`src/rtl/mux_n_1_arb_pkg.sv`:
```
// Shared types and helpers for the N:1 registered arbitrating mux.
package mux_arb_pkg;

    typedef enum logic { MODE_FIXED = 1'b0, MODE_RR = 1'b1 } mux_mode_e;
    typedef enum logic { ARB = 1'b0, LOCK = 1'b1 } arb_state_e;

    // Index width that never collapses to zero bits.
    function automatic int clog2_min1(input int n);
        return (n <= 2) ? 1 : $clog2(n);
    endfunction

endpackage

```
`src/rtl/mux_n_1_arb_if.sv`:
```
// Producer-side and consumer-side handshake bundle for mux_n_1_arb.
interface mux_n_1_arb_if
    import mux_arb_pkg::*;
#(
    parameter int N_CH   = 4,
    parameter int DATA_W = 8
);
    localparam int SEL_W = clog2_min1(N_CH);

    logic [N_CH*DATA_W-1:0] in_data;
    logic [N_CH-1:0]        in_valid;
    logic [N_CH-1:0]        in_last;
    logic [N_CH-1:0]        in_ready;
    mux_mode_e              mode;
    logic [SEL_W-1:0]       sel;
    logic [DATA_W-1:0]      out_data;
    logic                   out_last;
    logic [SEL_W-1:0]       out_ch;
    logic                   out_valid;
    logic                   out_ready;

    modport master (
        output in_data, in_valid, in_last, mode, sel, out_ready,
        input  in_ready, out_data, out_last, out_ch, out_valid
    );

    modport slave (
        input  in_data, in_valid, in_last, mode, sel, out_ready,
        output in_ready, out_data, out_last, out_ch, out_valid
    );

endinterface

```
`src/rtl/mux_n_1_arb_rr_pick.sv`:
```
// Combinational finder: first set request at or after start, wrapping.
module rr_pick
    import mux_arb_pkg::*;
#(
    parameter int N_CH  = 4,
    parameter int SEL_W = clog2_min1(N_CH)
) (
    input  logic [N_CH-1:0]  req,
    input  logic [SEL_W-1:0] start,
    output logic             found,
    output logic [SEL_W-1:0] idx
);

    always_comb begin
        found = 1'b0;
        idx   = '0;
        for (int i = 0; i < N_CH; i++) begin
            int c;
            c = int'(start) + i;
            if (c >= N_CH) c = c - N_CH;
            if (!found && req[c]) begin
                found = 1'b1;
                idx   = SEL_W'(c);
            end
        end
    end

endmodule

```
`src/rtl/mux_n_1_arb.sv`:
```
// N:1 registered mux with fixed-select or round-robin arbitration and
// packet-level grant locking delimited by in_last.
module mux_n_1_arb
    import mux_arb_pkg::*;
#(
    parameter int N_CH   = 4,
    parameter int DATA_W = 8
) (
    input logic          clk,
    input logic          rst_n,
    mux_n_1_arb_if.slave bus
);

    localparam int SEL_W = clog2_min1(N_CH);

    arb_state_e       state, state_nxt;
    logic [SEL_W-1:0] rr_ptr, rr_ptr_nxt;
    logic [SEL_W-1:0] lock_ch, lock_ch_nxt;

    logic             can_load;
    logic             have_gnt;
    logic [SEL_W-1:0] gnt_ch;
    logic             xfer;
    logic             rr_found;
    logic [SEL_W-1:0] rr_idx;

    assign can_load = !bus.out_valid || bus.out_ready;

    rr_pick #(.N_CH(N_CH), .SEL_W(SEL_W)) u_rr_pick (
        .req   (bus.in_valid),
        .start (rr_ptr),
        .found (rr_found),
        .idx   (rr_idx)
    );

    always_ff @(posedge clk or negedge rst_n) begin
        if (!rst_n) begin
            state   <= ARB;
            rr_ptr  <= '0;
            lock_ch <= '0;
        end else begin
            state   <= state_nxt;
            rr_ptr  <= rr_ptr_nxt;
            lock_ch <= lock_ch_nxt;
        end
    end

    // Grant selection, ready generation and next-state.
    always_comb begin
        have_gnt    = 1'b0;
        gnt_ch      = '0;
        state_nxt   = state;
        rr_ptr_nxt  = rr_ptr;
        lock_ch_nxt = lock_ch;
        bus.in_ready = '0;

        case (state)
            LOCK: begin
                // Locked grant does not look at valid, so ready stays put.
                have_gnt = 1'b1;
                gnt_ch   = lock_ch;
            end
            default: begin
                if (bus.mode == MODE_RR) begin
                    have_gnt = rr_found;
                    gnt_ch   = rr_idx;
                end else if (int'(bus.sel) < N_CH) begin
                    have_gnt = bus.in_valid[bus.sel];
                    gnt_ch   = bus.sel;
                end
            end
        endcase

        if (rst_n && have_gnt && can_load)
            bus.in_ready = N_CH'(1) << gnt_ch;

        xfer = rst_n && have_gnt && can_load && bus.in_valid[gnt_ch];

        if (xfer) begin
            if (!bus.in_last[gnt_ch]) begin
                state_nxt   = LOCK;
                lock_ch_nxt = gnt_ch;
            end else begin
                state_nxt = ARB;
                if (bus.mode == MODE_RR)
                    rr_ptr_nxt = (int'(gnt_ch) == N_CH - 1) ? '0 : gnt_ch + 1'b1;
            end
        end
    end

    always_ff @(posedge clk or negedge rst_n) begin
        if (!rst_n) begin
            bus.out_valid <= 1'b0;
            bus.out_data  <= '0;
            bus.out_last  <= 1'b0;
            bus.out_ch    <= '0;
        end else if (xfer) begin
            bus.out_valid <= 1'b1;
            bus.out_data  <= bus.in_data[gnt_ch*DATA_W +: DATA_W];
            bus.out_last  <= bus.in_last[gnt_ch];
            bus.out_ch    <= gnt_ch;
        end else if (bus.out_ready) begin
            bus.out_valid <= 1'b0;
        end
    end

endmodule
```
`src/flat_wrapper.sv`:
```
// flat-port wrapper written by rule: the top's interface ports become plain ports
module mux_n_1_arb_flat import mux_arb_pkg::*;
#(
    parameter int N_CH   = 4,
    parameter int DATA_W = 8
)
  (clk, rst_n, bus_in_data, bus_in_valid, bus_in_last, bus_mode, bus_sel, bus_out_ready, bus_in_ready, bus_out_data, bus_out_last, bus_out_ch, bus_out_valid);
  mux_n_1_arb_if #(.N_CH(N_CH), .DATA_W(DATA_W)) bus_i ();
  input logic clk;
  input logic rst_n;
  input wire logic [$bits(bus_i.in_data)-1:0] bus_in_data;
  input wire logic [$bits(bus_i.in_valid)-1:0] bus_in_valid;
  input wire logic [$bits(bus_i.in_last)-1:0] bus_in_last;
  input wire logic [$bits(bus_i.mode)-1:0] bus_mode;
  input wire logic [$bits(bus_i.sel)-1:0] bus_sel;
  input wire logic [$bits(bus_i.out_ready)-1:0] bus_out_ready;
  output wire logic [$bits(bus_i.in_ready)-1:0] bus_in_ready;
  output wire logic [$bits(bus_i.out_data)-1:0] bus_out_data;
  output wire logic [$bits(bus_i.out_last)-1:0] bus_out_last;
  output wire logic [$bits(bus_i.out_ch)-1:0] bus_out_ch;
  output wire logic [$bits(bus_i.out_valid)-1:0] bus_out_valid;
  assign bus_i.in_data = bus_in_data;
  assign bus_i.in_valid = bus_in_valid;
  assign bus_i.in_last = bus_in_last;
  assign bus_i.mode = bus_mode;
  assign bus_i.sel = bus_sel;
  assign bus_i.out_ready = bus_out_ready;
  assign bus_in_ready = bus_i.in_ready;
  assign bus_out_data = bus_i.out_data;
  assign bus_out_last = bus_i.out_last;
  assign bus_out_ch = bus_i.out_ch;
  assign bus_out_valid = bus_i.out_valid;
  mux_n_1_arb #(.N_CH(N_CH), .DATA_W(DATA_W)) u_core (.clk(clk), .rst_n(rst_n), .bus(bus_i));
endmodule
```
`config.mk`:
```
export PLATFORM = sky130hd
export DESIGN_NAME = mux_n_1_arb_flat
export DESIGN_NICKNAME = d
export VERILOG_FILES = /design/src/rtl/mux_n_1_arb_pkg.sv /design/src/rtl/mux_n_1_arb_if.sv /design/src/rtl/mux_n_1_arb_rr_pick.sv /design/src/rtl/mux_n_1_arb.sv /design/src/flat_wrapper.sv
export SDC_FILE = /design/constraint.sdc
export NUM_CORES = 1
export LEC_CHECK = 0
export CAP_MARGIN = 20
export CORE_ASPECT_RATIO = 1.25
export CORE_MARGIN = 4
export CORE_UTILIZATION = 30
export CTS_BUF_LIST = sky130_fd_sc_hd__clkbuf_4
export CTS_CLUSTER_SIZE = 12
export DETAILED_ROUTE_END_ITERATION = 12
export SLEW_MARGIN = 20
export SYNTH_ARGS = -nofsm -noshare
export SYNTH_HDL_FRONTEND = slang
export SYNTH_SLANG_ARGS = --single-unit
export TNS_END_PERCENT = 1
```
`constraint.sdc`:
```
create_clock -name clk -period 6.3 [get_ports clk]
set_input_delay 1.575 -clock clk [delete_from_list [all_inputs] [get_ports clk]]
set_output_delay 1.575 -clock clk [all_outputs]
set_load 0.02 [all_outputs]
```
-- Yosys cells after proc, flatten, opt, wreduce, memory -nomap -nowiden
Index checks and enable logic that the tools add are counted.
- flip-flop bits (word level): 17
- latch bits: 0
- memory bits (writable): 0
- ROM bits: 0
- bits of input ports: 46
- output and inout port bits: 16
- memories: 0
- add/subtract/negate cells: 8
- $mul: 0
- divide/modulo/power cells: 0
- order comparisons: 10
- equality and inequality tests: 1
- shifts and indexed selects: 2
- multiplexer cells: 39
- bitwise operators: 1
- reduce and logical (&&, ||, !) cells: 14
- operator list (kind ; count):
    $lt 32x4->1 const B ; 4
    $mux 32 ; 4
    $shiftx 32x6->8 ; 1
    $mux 1 ; 20
    $bmux 1 s2 ; 7
    $mux 2 ; 7
    $sub 3x3->4 const B ; 3
    $ge 3x3->1 const B ; 3
    $add 2x2->3 const B ; 2
    $logic_and 1x1->1 ; 6
    $lt 2x3->1 const B ; 2
    $logic_not 1->1 ; 4
    $mux 4 ; 1
    $shl 1x2->4 const A ; 1
    $sub 2x3->4 const B ; 1
    $add 2x1->3 const B ; 1
    $ge 2x3->1 const B ; 1
    $reduce_and 3->1 ; 1
    $add 2x1->2 const B ; 1
    $eq 2x1->1 const B ; 1
    $reduce_and 2->1 ; 1
    $reduce_bool 2->1 ; 1
    $logic_or 1x1->1 ; 1
    $not 1->1 ; 1

-- Logic depth before layout (Yosys ltp)
Gate-level depths: netlist (run 1).
- depth after elaboration: 21
- depth in mapped cells: 8

-- By module
A second synthesis (run 1) with hierarchy kept.
- cells, all modules: 104
- area total of the unflattened synthesis: 1292.5 sq um
- by module, submodules not included (module ; instances ; cells each ; area an instance (sq um) ; seq. area each (sq um)):
    mux_n_1_arb ; 1 ; 89 ; 1214.9 ; 425.4
    rr_pick ; 1 ; 15 ; 77.6 ; 0.0

-- Worst setup path after synthesis (run 1)
OpenSTA, ideal clock, no wires.
- path type: input to output
- start: input port bus_mode
- end: output port bus_in_ready[1]
- arrival time: 3.034 ns
- required time: 4.725 ns
- path slack: 1.691 ns
- stages on the path: 5
- buffers on the path: 1
- cells stage by stage: or2_2 -> o21ai_0 -> a31oi_4 -> buf_2 -> nor3_1
- longest elaborated chain between the ends: 5
- elaborated cells on any way between the ends: 8
- RTL lines (element ; line ; source):
    from (decl) ; flat_wrapper.sv:14 ; input wire logic [$bits(bus_i.mode)-1:0] bus_mode;
    $mux 1 ; mux_n_1_arb.sv:64 ; if (bus.mode == MODE_RR) begin
    $mux 1 ; mux_n_1_arb.sv:57 ; case (state)
    $logic_and 1x1->1 (2 in series) ; mux_n_1_arb.sv:74 ; if (rst_n && have_gnt && can_load)
    $mux 4 (*) ; mux_n_1_arb.sv:74 ;
    to (decl) ; flat_wrapper.sv:17 ; output wire logic [$bits(bus_i.in_ready)-1:0] bus_in_ready;
Mark *: on every way between the ends. The rest lies on a longest branch, timed or not.

-- Final worst setup path (run 1)
- start: input port bus_in_valid[0]
- end: output port bus_in_ready[3]
- elaborated cells on any way between the ends: 36
- RTL lines (element ; line ; source):
    from (decl) ; flat_wrapper.sv:12 ; input wire logic [$bits(bus_i.in_valid)-1:0] bus_in_valid;
    $bmux 1 s2 ; mux_n_1_arb_rr_pick.sv:21 ; if (!found && req[c]) begin
    $mux 1 (not written as such) (2 in series) ; mux_n_1_arb_rr_pick.sv:21 ;
    $mux 1 ; mux_n_1_arb_rr_pick.sv:21 ;
    $logic_not 1->1 ; mux_n_1_arb_rr_pick.sv:21 ;
    $logic_and 1x1->1 ; mux_n_1_arb_rr_pick.sv:21 ;
    $mux 1 ; mux_n_1_arb_rr_pick.sv:21 ;
    $logic_not 1->1 ; mux_n_1_arb_rr_pick.sv:21 ;
    $logic_and 1x1->1 ; mux_n_1_arb_rr_pick.sv:21 ;
    $mux 1 ; mux_n_1_arb_rr_pick.sv:21 ;
    $logic_not 1->1 ; mux_n_1_arb_rr_pick.sv:21 ;
    $logic_and 1x1->1 ; mux_n_1_arb_rr_pick.sv:21 ;
    $mux 2 (*) ; mux_n_1_arb_rr_pick.sv:21 ;
    $mux 2 (*) ; mux_n_1_arb.sv:64 ;
    $mux 2 (*) ; mux_n_1_arb.sv:57 ;
    via u_core.gnt_ch[0] ; mux_n_1_arb.sv:22 ; logic [SEL_W-1:0] gnt_ch;
    $shl 1x2->4 (*) ; mux_n_1_arb.sv:75 ; bus.in_ready = N_CH'(1) << gnt_ch;
    $mux 4 (*) ; mux_n_1_arb.sv:74 ;
The timed path passes the listed nets; every way through them passes the cells marked *. The select of a mux whose other input is x is not followed.

==> results.md, run 1 <==
- Syn-to-layout area delta: 51.35%
- Die area: slightly below 6000 um2
- Chip Width: 68.86 um
- Initial Util: 0.3138
- EDFF count, synth: 0
- Most frequent CP cell: clkdlybuf4s50_1
- Synth area leader: dfrtp_1
- Register area share after synthesis: 0.3063
- Fin cells: 262
- Vias in the first global route: between 1k and 1.5k
- Non-Filler Cell Area, Final: 2102 um2
- Startpoint types: input port
- Routed wire per std cell: 14.83 um
- Synth top area cells: dfrtp_1 (31%), mux2i_1 (21%), mux2_2 (7.3%)
- Slowest Stage Delay on Critical Path: 0.53 ns
- Largest net degree at the start of global routing: 21
- Critical Path AT: 4.08 ns
- Global route overflow: 0
- Global-route usage over all layers: 0.1461
- CTS buffer count: 3
- CP bufs+invs: 3
- CTS sink cnt: 17
- Register bit total from synthesis: 17
- Mean Syn Cell Area: between 9 and 10 um2
- Peak VDD IR: approximately 0.15 mV
- GPL Wtd Cong: 0.7962
- Setup violations, final: 0
- Largest family of logic cells by synthesized area: multiplexers
- Syn. warnings: 0
- Pwr Density: around 390 nW/um2
- Comb pwr share: 0.685
- Clock skew: 0.006201 ns
- First drt pass iteration count: 4
- HPWL after DPL: 3.263 mm
- Rel. slew slack: 0.5576
- FF-to-FF Start: u_core.state$_DFFE_PN0P_
- Simple-gate portion of the synthesized area: 0.1459
- H-tree depth: 1
- Hold path cells: 1
- Final hold vios: 0
- Int Pwr: 469.6 uW
- P_sw: ~360 uW
- Hold path start: u_core.bus.out_last$_DFFE_PN0P_
- Port Buffers: 61
- Antenna Nets Post-Route: 0
- Seq pwr share: 0.248
- Layout cells sized above 1: 0.1275
- Synth Cell Area: between 1000 and 1500 um2
- Compound-Gate Fraction of Synth Area: 0.1748
- Final hold slack: 0.4993 ns
- Slew @ Worst Pin: around 0.66 ns
- Syn nets: 188
- Critical-path top delay cell: clkdlybuf4s50_1
- Hold Crit Class: reg2reg
- # IOs: 62
- Max cap viols: 0
- Syn Inst Count: 140
- Worst path top cell family by delay: buffers and inverters
- Register-to-register setup slack: 3.50 ns
- Most frequent cell after synthesis: mux2i_1
- # nets final: 253
- Top FF cell, synth: dfrtp_1
- Total power: 828.3 uW
- Worst Setup Path Type: in2out
- Cell Area, Placed: 2074 um2
- Clk Latency, worst-skew pair: 0.28 ns
- Fin crit share: 0.8978
- Crit-path max FO: 10
- Die Ht: between 80 and 90 um
- Fin. max-slew vios: 0
- CP Cell Sequence: clkdlybuf4s50_1 > nor4_2 > a311oi_1 > a31oi_4 > inv_1 > ha_1 > and2_1 > clkdlybuf4s50_1
- First-pass GRT wire length: 6.630 mm
- Setup crit end kind: output port
- Postcts setup bufs: 0
- Clock network power share: 0.067
- Hold buffers post-CTS: 0
- Adder-Cell Fraction of Synth Area: 0.01802
- Site Rows: 27
- Status: finished clean
- Sum Neg Setup Slack: 0 ns
- DRC viols: 0
- Initial antenna violation count: 0
- CORE AREA: 4425 um2
- RSZ-0062 raised after global routing: false
- PostCTS Resize Cnt: 0
- Post-synth top cells: mux2i_1 (29), dfrtp_1 (17), nand2_1 (11)
- Critical Path RT: 4.72 ns
- Netlist cell types: 39
- Fmax: 176.8 MHz
- Area share of xor/xnor cells in the synthesized design: 0
- Asr flop ratio synth: 1.000
- Mux contribution to synthesized area: 0.3144
- Placed cell count: ~260
- Vias per Instance: 4.989
- Post-route minimum period: 5.656 ns
- 1st-iter DRT viols: 86
- Top cell type's share of synthesized area: 0.3063
- Vias: 1,307
- CTS root buf: clkbuf_4
- Antenna cells: 0
- Clock slew at reported path FFs: approximately 0.1 ns
- WHS Endpoint: u_core.bus.out_last$_DFFE_PN0P_
- Number of cells on the worst reg-to-reg path: 7
- Lkg Pwr: between 0.0009 and 0.001 uW
- TritonCTS clock tree: done
- Max clock buf depth: 2
- Reg-to-Reg End: u_core.rr_ptr[1]$_DFFE_PN0P_
- DRT Wirelength: 3.886 mm
- Switching fraction of total power: 0.4331
[cell families (layout without fill, tap and decap cells)]
kind of cell | Yosys count | after routing
AND/OR/NAND/NOR | 37 | 37
multiplexers | 41 | 41
AO/OA/AOI/OAI | 30 | 30
buffers and inverters | 13 | 77
adder cells (fa/ha/maj) | 2 | 2
flip-flops | 17 | 17
[layout make-up]
class | instances | area (um2)
clock buffer | 3 | 22.52
clock inverter | 1 | 5.005
timing repair buffer | 64 | 633.1
multi-input combinational | 110 | 909.6
fill | 453 | 2323
inverter | 9 | 33.78
sequential | 17 | 425.4
tap | 58 | 72.57
[sequential cells by signal, summed over array words and instances (netlist names)]
signal,flops
u_core.lock_ch,2
u_core.bus.out_last,1
u_core.state,1
u_core.bus.out_data,8
u_core.rr_ptr,2
u_core.bus.out_valid,1
u_core.bus.out_ch,2
[worst register-to-register path, stage by stage, from the launching register on]
cell	delay, ns
dfrtp_1	0.45
or2_2	0.34
o22ai_1	0.30
a22oi_1	0.17
o211a_4	0.19
a211oi_4	0.61
o2111ai_2	0.27
mux2_1	0.36
[worst max-delay path by stage]
stage	start	to	cells after the start	slack (ns)
floorplan	bus_mode	bus_in_ready[1]	5	1.69
global placement	bus_in_valid[0]	bus_in_ready[1]	8	0.75
detailed placement	bus_in_valid[0]	bus_in_ready[3]	8	0.65
CTS	bus_in_valid[0]	bus_in_ready[3]	8	0.65
global route	bus_in_valid[0]	bus_in_ready[3]	8	0.50
finish	bus_in_valid[0]	bus_in_ready[3]	8	0.64
[through the flow]
stage                     utilization  setup WS [ns]
after detailed placement       0.4688         0.6532
after global routing           0.4750         0.5024
final                          0.4750         0.6441
after CTS                      0.4750         0.6461
after floorplan                     -          1.691
after global placement         0.4688         0.7465
[cell usage in the layout, fill, tap and decap left out, types with 2 or more instances in the layout]
cell type,count
a21oi_1,4
nand3_1,3
clkbuf_4,3
o21ai_0,7
nand2_1,11
mux2_2,9
mux2i_1,29
nor2_1,3
and2_1,2
nor3b_1,2
a31oi_1,2
nor2b_1,2
and3_1,2
buf_4,3
dfrtp_1,17
nand2b_1,5
ha_1,2
o22ai_1,3
a311oi_1,3
inv_1,9
clkdlybuf4s50_1,61
mux2_1,2
[power groups by stage]
| stage | clock [uW] | combinational, uW | sequential [uW] |
|---|---|---|---|
| floorplan | 0 | 332 | 248 |
| global placement | 0 | 560 | 209 |
| detailed placement | 0 | 575 | 208 |
| CTS | 59.4 | 578 | 207 |
| global route | 63.8 | 623 | 217 |
| finish | 55.3 | 567 | 206 |
[per-layer routing]
| layer | track usage | part of all wire | vias to the layer above |
|---|---|---|---|
| li1 | - | - | 647 |
| met1 | 0.1837 | 0.42 | 589 |
| met2 | 0.2335 | 0.46 | 67 |
| met3 | 0.04582 | 0.10 | 4 |
| met4 | 0.04433 | 0.012 | 0 |
| met5 | 0 | 0 | - |
(Power assumes the default switching activity.)
==> run 2, diff against run 1 <==
Settings changed: CORE_UTILIZATION 30 to 25, GPL_ROUTABILITY_DRIVEN set to 0.
==> results.md, run 2 (synthesis results as in run 1) <==
- Vias per Instance: 4.989 (about the same)
- Final hold slack: 0.5059 ns (was 0.4993 ns)
- Clk Latency, worst-skew pair: 0.30 ns (was 0.28 ns)
- Layout cells sized above 1: 0.1275 (unchanged)
- DRT Wirelength: 3.839 mm (was 3.886 mm)
- H-tree depth: 1 (unchanged)
- CP Cell Sequence: clkdlybuf4s50_1 > nor3b_1 > a31oi_1 > a21oi_1 > nor2_2 > buf_4 > nor3_1 > clkdlybuf4s50_1 (was clkdlybuf4s50_1 > nor4_2 > a311oi_1 > a31oi_4 > inv_1 > ha_1 > and2_1 > clkdlybuf4s50_1)
- Most frequent cells in the layout: clkdlybuf4s50_1 (61), mux2i_1 (29), dfrtp_1 (17), nand2_1 (11) (unchanged)
- PostCTS Resize Cnt: 0 (unchanged)
- HPWL after DPL: 3.051 mm (was 3.263 mm)
- Peak VDD IR: 0.2111 mV (was 0.1536 mV)
- Worst path top cell family by delay: buffers and inverters (unchanged)
- TritonCTS clock tree: done (unchanged)
- Die Ht: 91.33 um (was 84.07 um)
- Setup crit end kind: output port (unchanged)
- First drt pass iteration count: 4 (unchanged)
- Largest net degree at the start of global routing: 18 (was 21)
- Fmax: 174.2 MHz (was 176.8 MHz)
- Final hold vios: 0 (unchanged)
- CTS buffer count: 3 (unchanged)
- Rel. slew slack: 0.5429 (was 0.5576)
- Pwr Density: 394.2 nW/um2 (was 394.1 nW/um2)
- Post-route minimum period: 5.741 ns (was 5.656 ns)
- Filler instances: 581 (was 453)
- Slew @ Worst Pin: 0.6834 ns (was 0.6614 ns)
- Routed wire per std cell: 14.32 um (was 14.83 um)
- # nets final: 253 (unchanged)
- Syn-to-layout area delta: 51.89% (was 51.35%)
- Global route overflow: 0 (unchanged)
- Fin cells: 268 (was 262)
- Lkg Pwr: 0.0009089 uW (about the same)
- Port Buffers: 61 (unchanged)
- Sum Neg Setup Slack: 0 ns (unchanged)
- Initial antenna violation count: 0 (unchanged)
- Max clock buf depth: 2 (unchanged)
- Clock skew: 0.003373 ns (was 0.006201 ns)
- CORE AREA: 5405 um2 (was 4425 um2)
- Site Rows: 30 (was 27)
- Status: finished clean (unchanged)
- CP bufs+invs: 3 (unchanged)
- Max reg flops: 8 (unchanged)
- Startpoint types: input port (unchanged)
- CTS root buf: clkbuf_4 (unchanged)
- Most frequent CP cell: clkdlybuf4s50_1 (unchanged)
- Largest register by flop count: u_core.bus.out_data (unchanged)
- Placed cell count: 264 (was 258)
- Setup violations, final: 0 (unchanged)
- Vias: 1,337 (was 1,307)
- Hold Crit Class: reg2reg (unchanged)
- First-pass GRT wire length: 6.237 mm (was 6.630 mm)
- # IOs: 62 (unchanged)
- Chip Width: 74.67 um (was 68.86 um)
- Worst Setup Path Type: in2out (unchanged)
- CTS sink cnt: 17 (unchanged)
- Crit-path max FO: 16 (was 10)
- Hold buffers post-CTS: 0 (unchanged)
- Critical-path top delay cell: clkdlybuf4s50_1 (unchanged)
- Fin. max-slew vios: 0 (unchanged)
- Critical Path RT: 4.72 ns (about the same)
- Initial Util: 0.2569 (was 0.3138)
- DRC viols: 0 (unchanged)
- Most common cell after layout, fill and taps aside: clkdlybuf4s50_1 (unchanged)
- Global-route usage over all layers: 0.1140 (was 0.1461)
- Slowest Stage Delay on Critical Path: 0.56 ns (was 0.53 ns)
- Critical Path AT: 4.17 ns (was 4.08 ns)
- Vias in the first global route: 1,270 (was 1,426)
- Antenna cells: 0 (unchanged)
- Postcts setup bufs: 0 (unchanged)
- Die area: 6819 um2 (was 5789 um2)
- Clock slew at reported path FFs: 0.11 ns (was 0.10 ns)
- Fin crit share: 0.9112 (was 0.8978)
- Max cap viols: 0 (unchanged)
- RSZ-0062 raised after global routing: false (unchanged)
- Antenna Nets Post-Route: 0 (unchanged)
- Total power: 831.5 uW (was 828.3 uW)
- 1st-iter DRT viols: 48 (was 86)
[run 2: through the flow]
step	util	setup WS (ns)	area, um2
final	0.3903	0.5593	2110
after global routing	0.3903	0.3983	2110
after floorplan	-	1.691	1389
after detailed placement	0.3852	0.5628	2082
after global placement	0.3852	0.5604	2082
after CTS	0.3903	0.5515	2110
[run 2: worst reg2reg max path, cell delays in order (launching register included)]
cell and delay (ns):
dfrtp_1 0.45, nand2b_1 0.21, a311oi_1 0.47, a31oi_4 0.23, buf_4 0.25, a211oi_4 0.62, o2111ai_2 0.28, mux2_1 0.36
[run 2: area by class of cell]
class | count | area (um2) | area share
Tap cell | 64 | 80.08 | 0.03796
Multi-Input combinational cell | 110 | 909.6 | 0.4312
Inverter | 9 | 33.78 | 0.01601
Clock buffer | 3 | 22.52 | 0.01068
Sequential cell | 17 | 425.4 | 0.2017
Timing Repair Buffer | 64 | 633.1 | 0.3001
Clock inverter | 1 | 5.005 | 0.002372
[run 2: power by group]
group | total [uW] | internal (uW) | switching (uW)
clock network | 60.6 | 23.7 | 36.9
logic | 564 | 282 | 282
registers | 207 | 164 | 42.4
[run 2: worst paths after layout]
check | startpoint | depth (start not counted) | slack [ns] | end
max | bus_in_valid[0] | 8 | 0.56 | bus_in_ready[1]
min | u_core.bus.out_last$_DFFE_PN0P_ | 1 | 0.51 | u_core.bus.out_last$_DFFE_PN0P_
max reg2reg | u_core.state$_DFFE_PN0P_ | 7 | 3.33 | u_core.rr_ptr[1]$_DFFE_PN0P_
min reg2reg | u_core.bus.out_last$_DFFE_PN0P_ | 1 | 0.51 | u_core.bus.out_last$_DFFE_PN0P_
max in group asynchronous | rst_n | 2 | 4.42 | u_core.lock_ch[0]$_DFFE_PN0P_
min in group asynchronous | rst_n | 2 | 1.69 | u_core.bus.out_ch[0]$_DFFE_PN0P_
[run 2: per-layer routing]
metal / share of wire / track usage
met5: 0 / 0
met3: 0.086 / 0.02990
met2: 0.47 / 0.1811
met4: 0.011 / 0.03561
met1: 0.43 / 0.1484
==> run 3, diff against run 2 <==
Settings changed: GPL_ROUTABILITY_DRIVEN 0 to not set, HOLD_SLACK_MARGIN set to 0.03.
==> results of run 3 <==
Same layout as run 2: the final DEF is identical, and so are final timing and power.
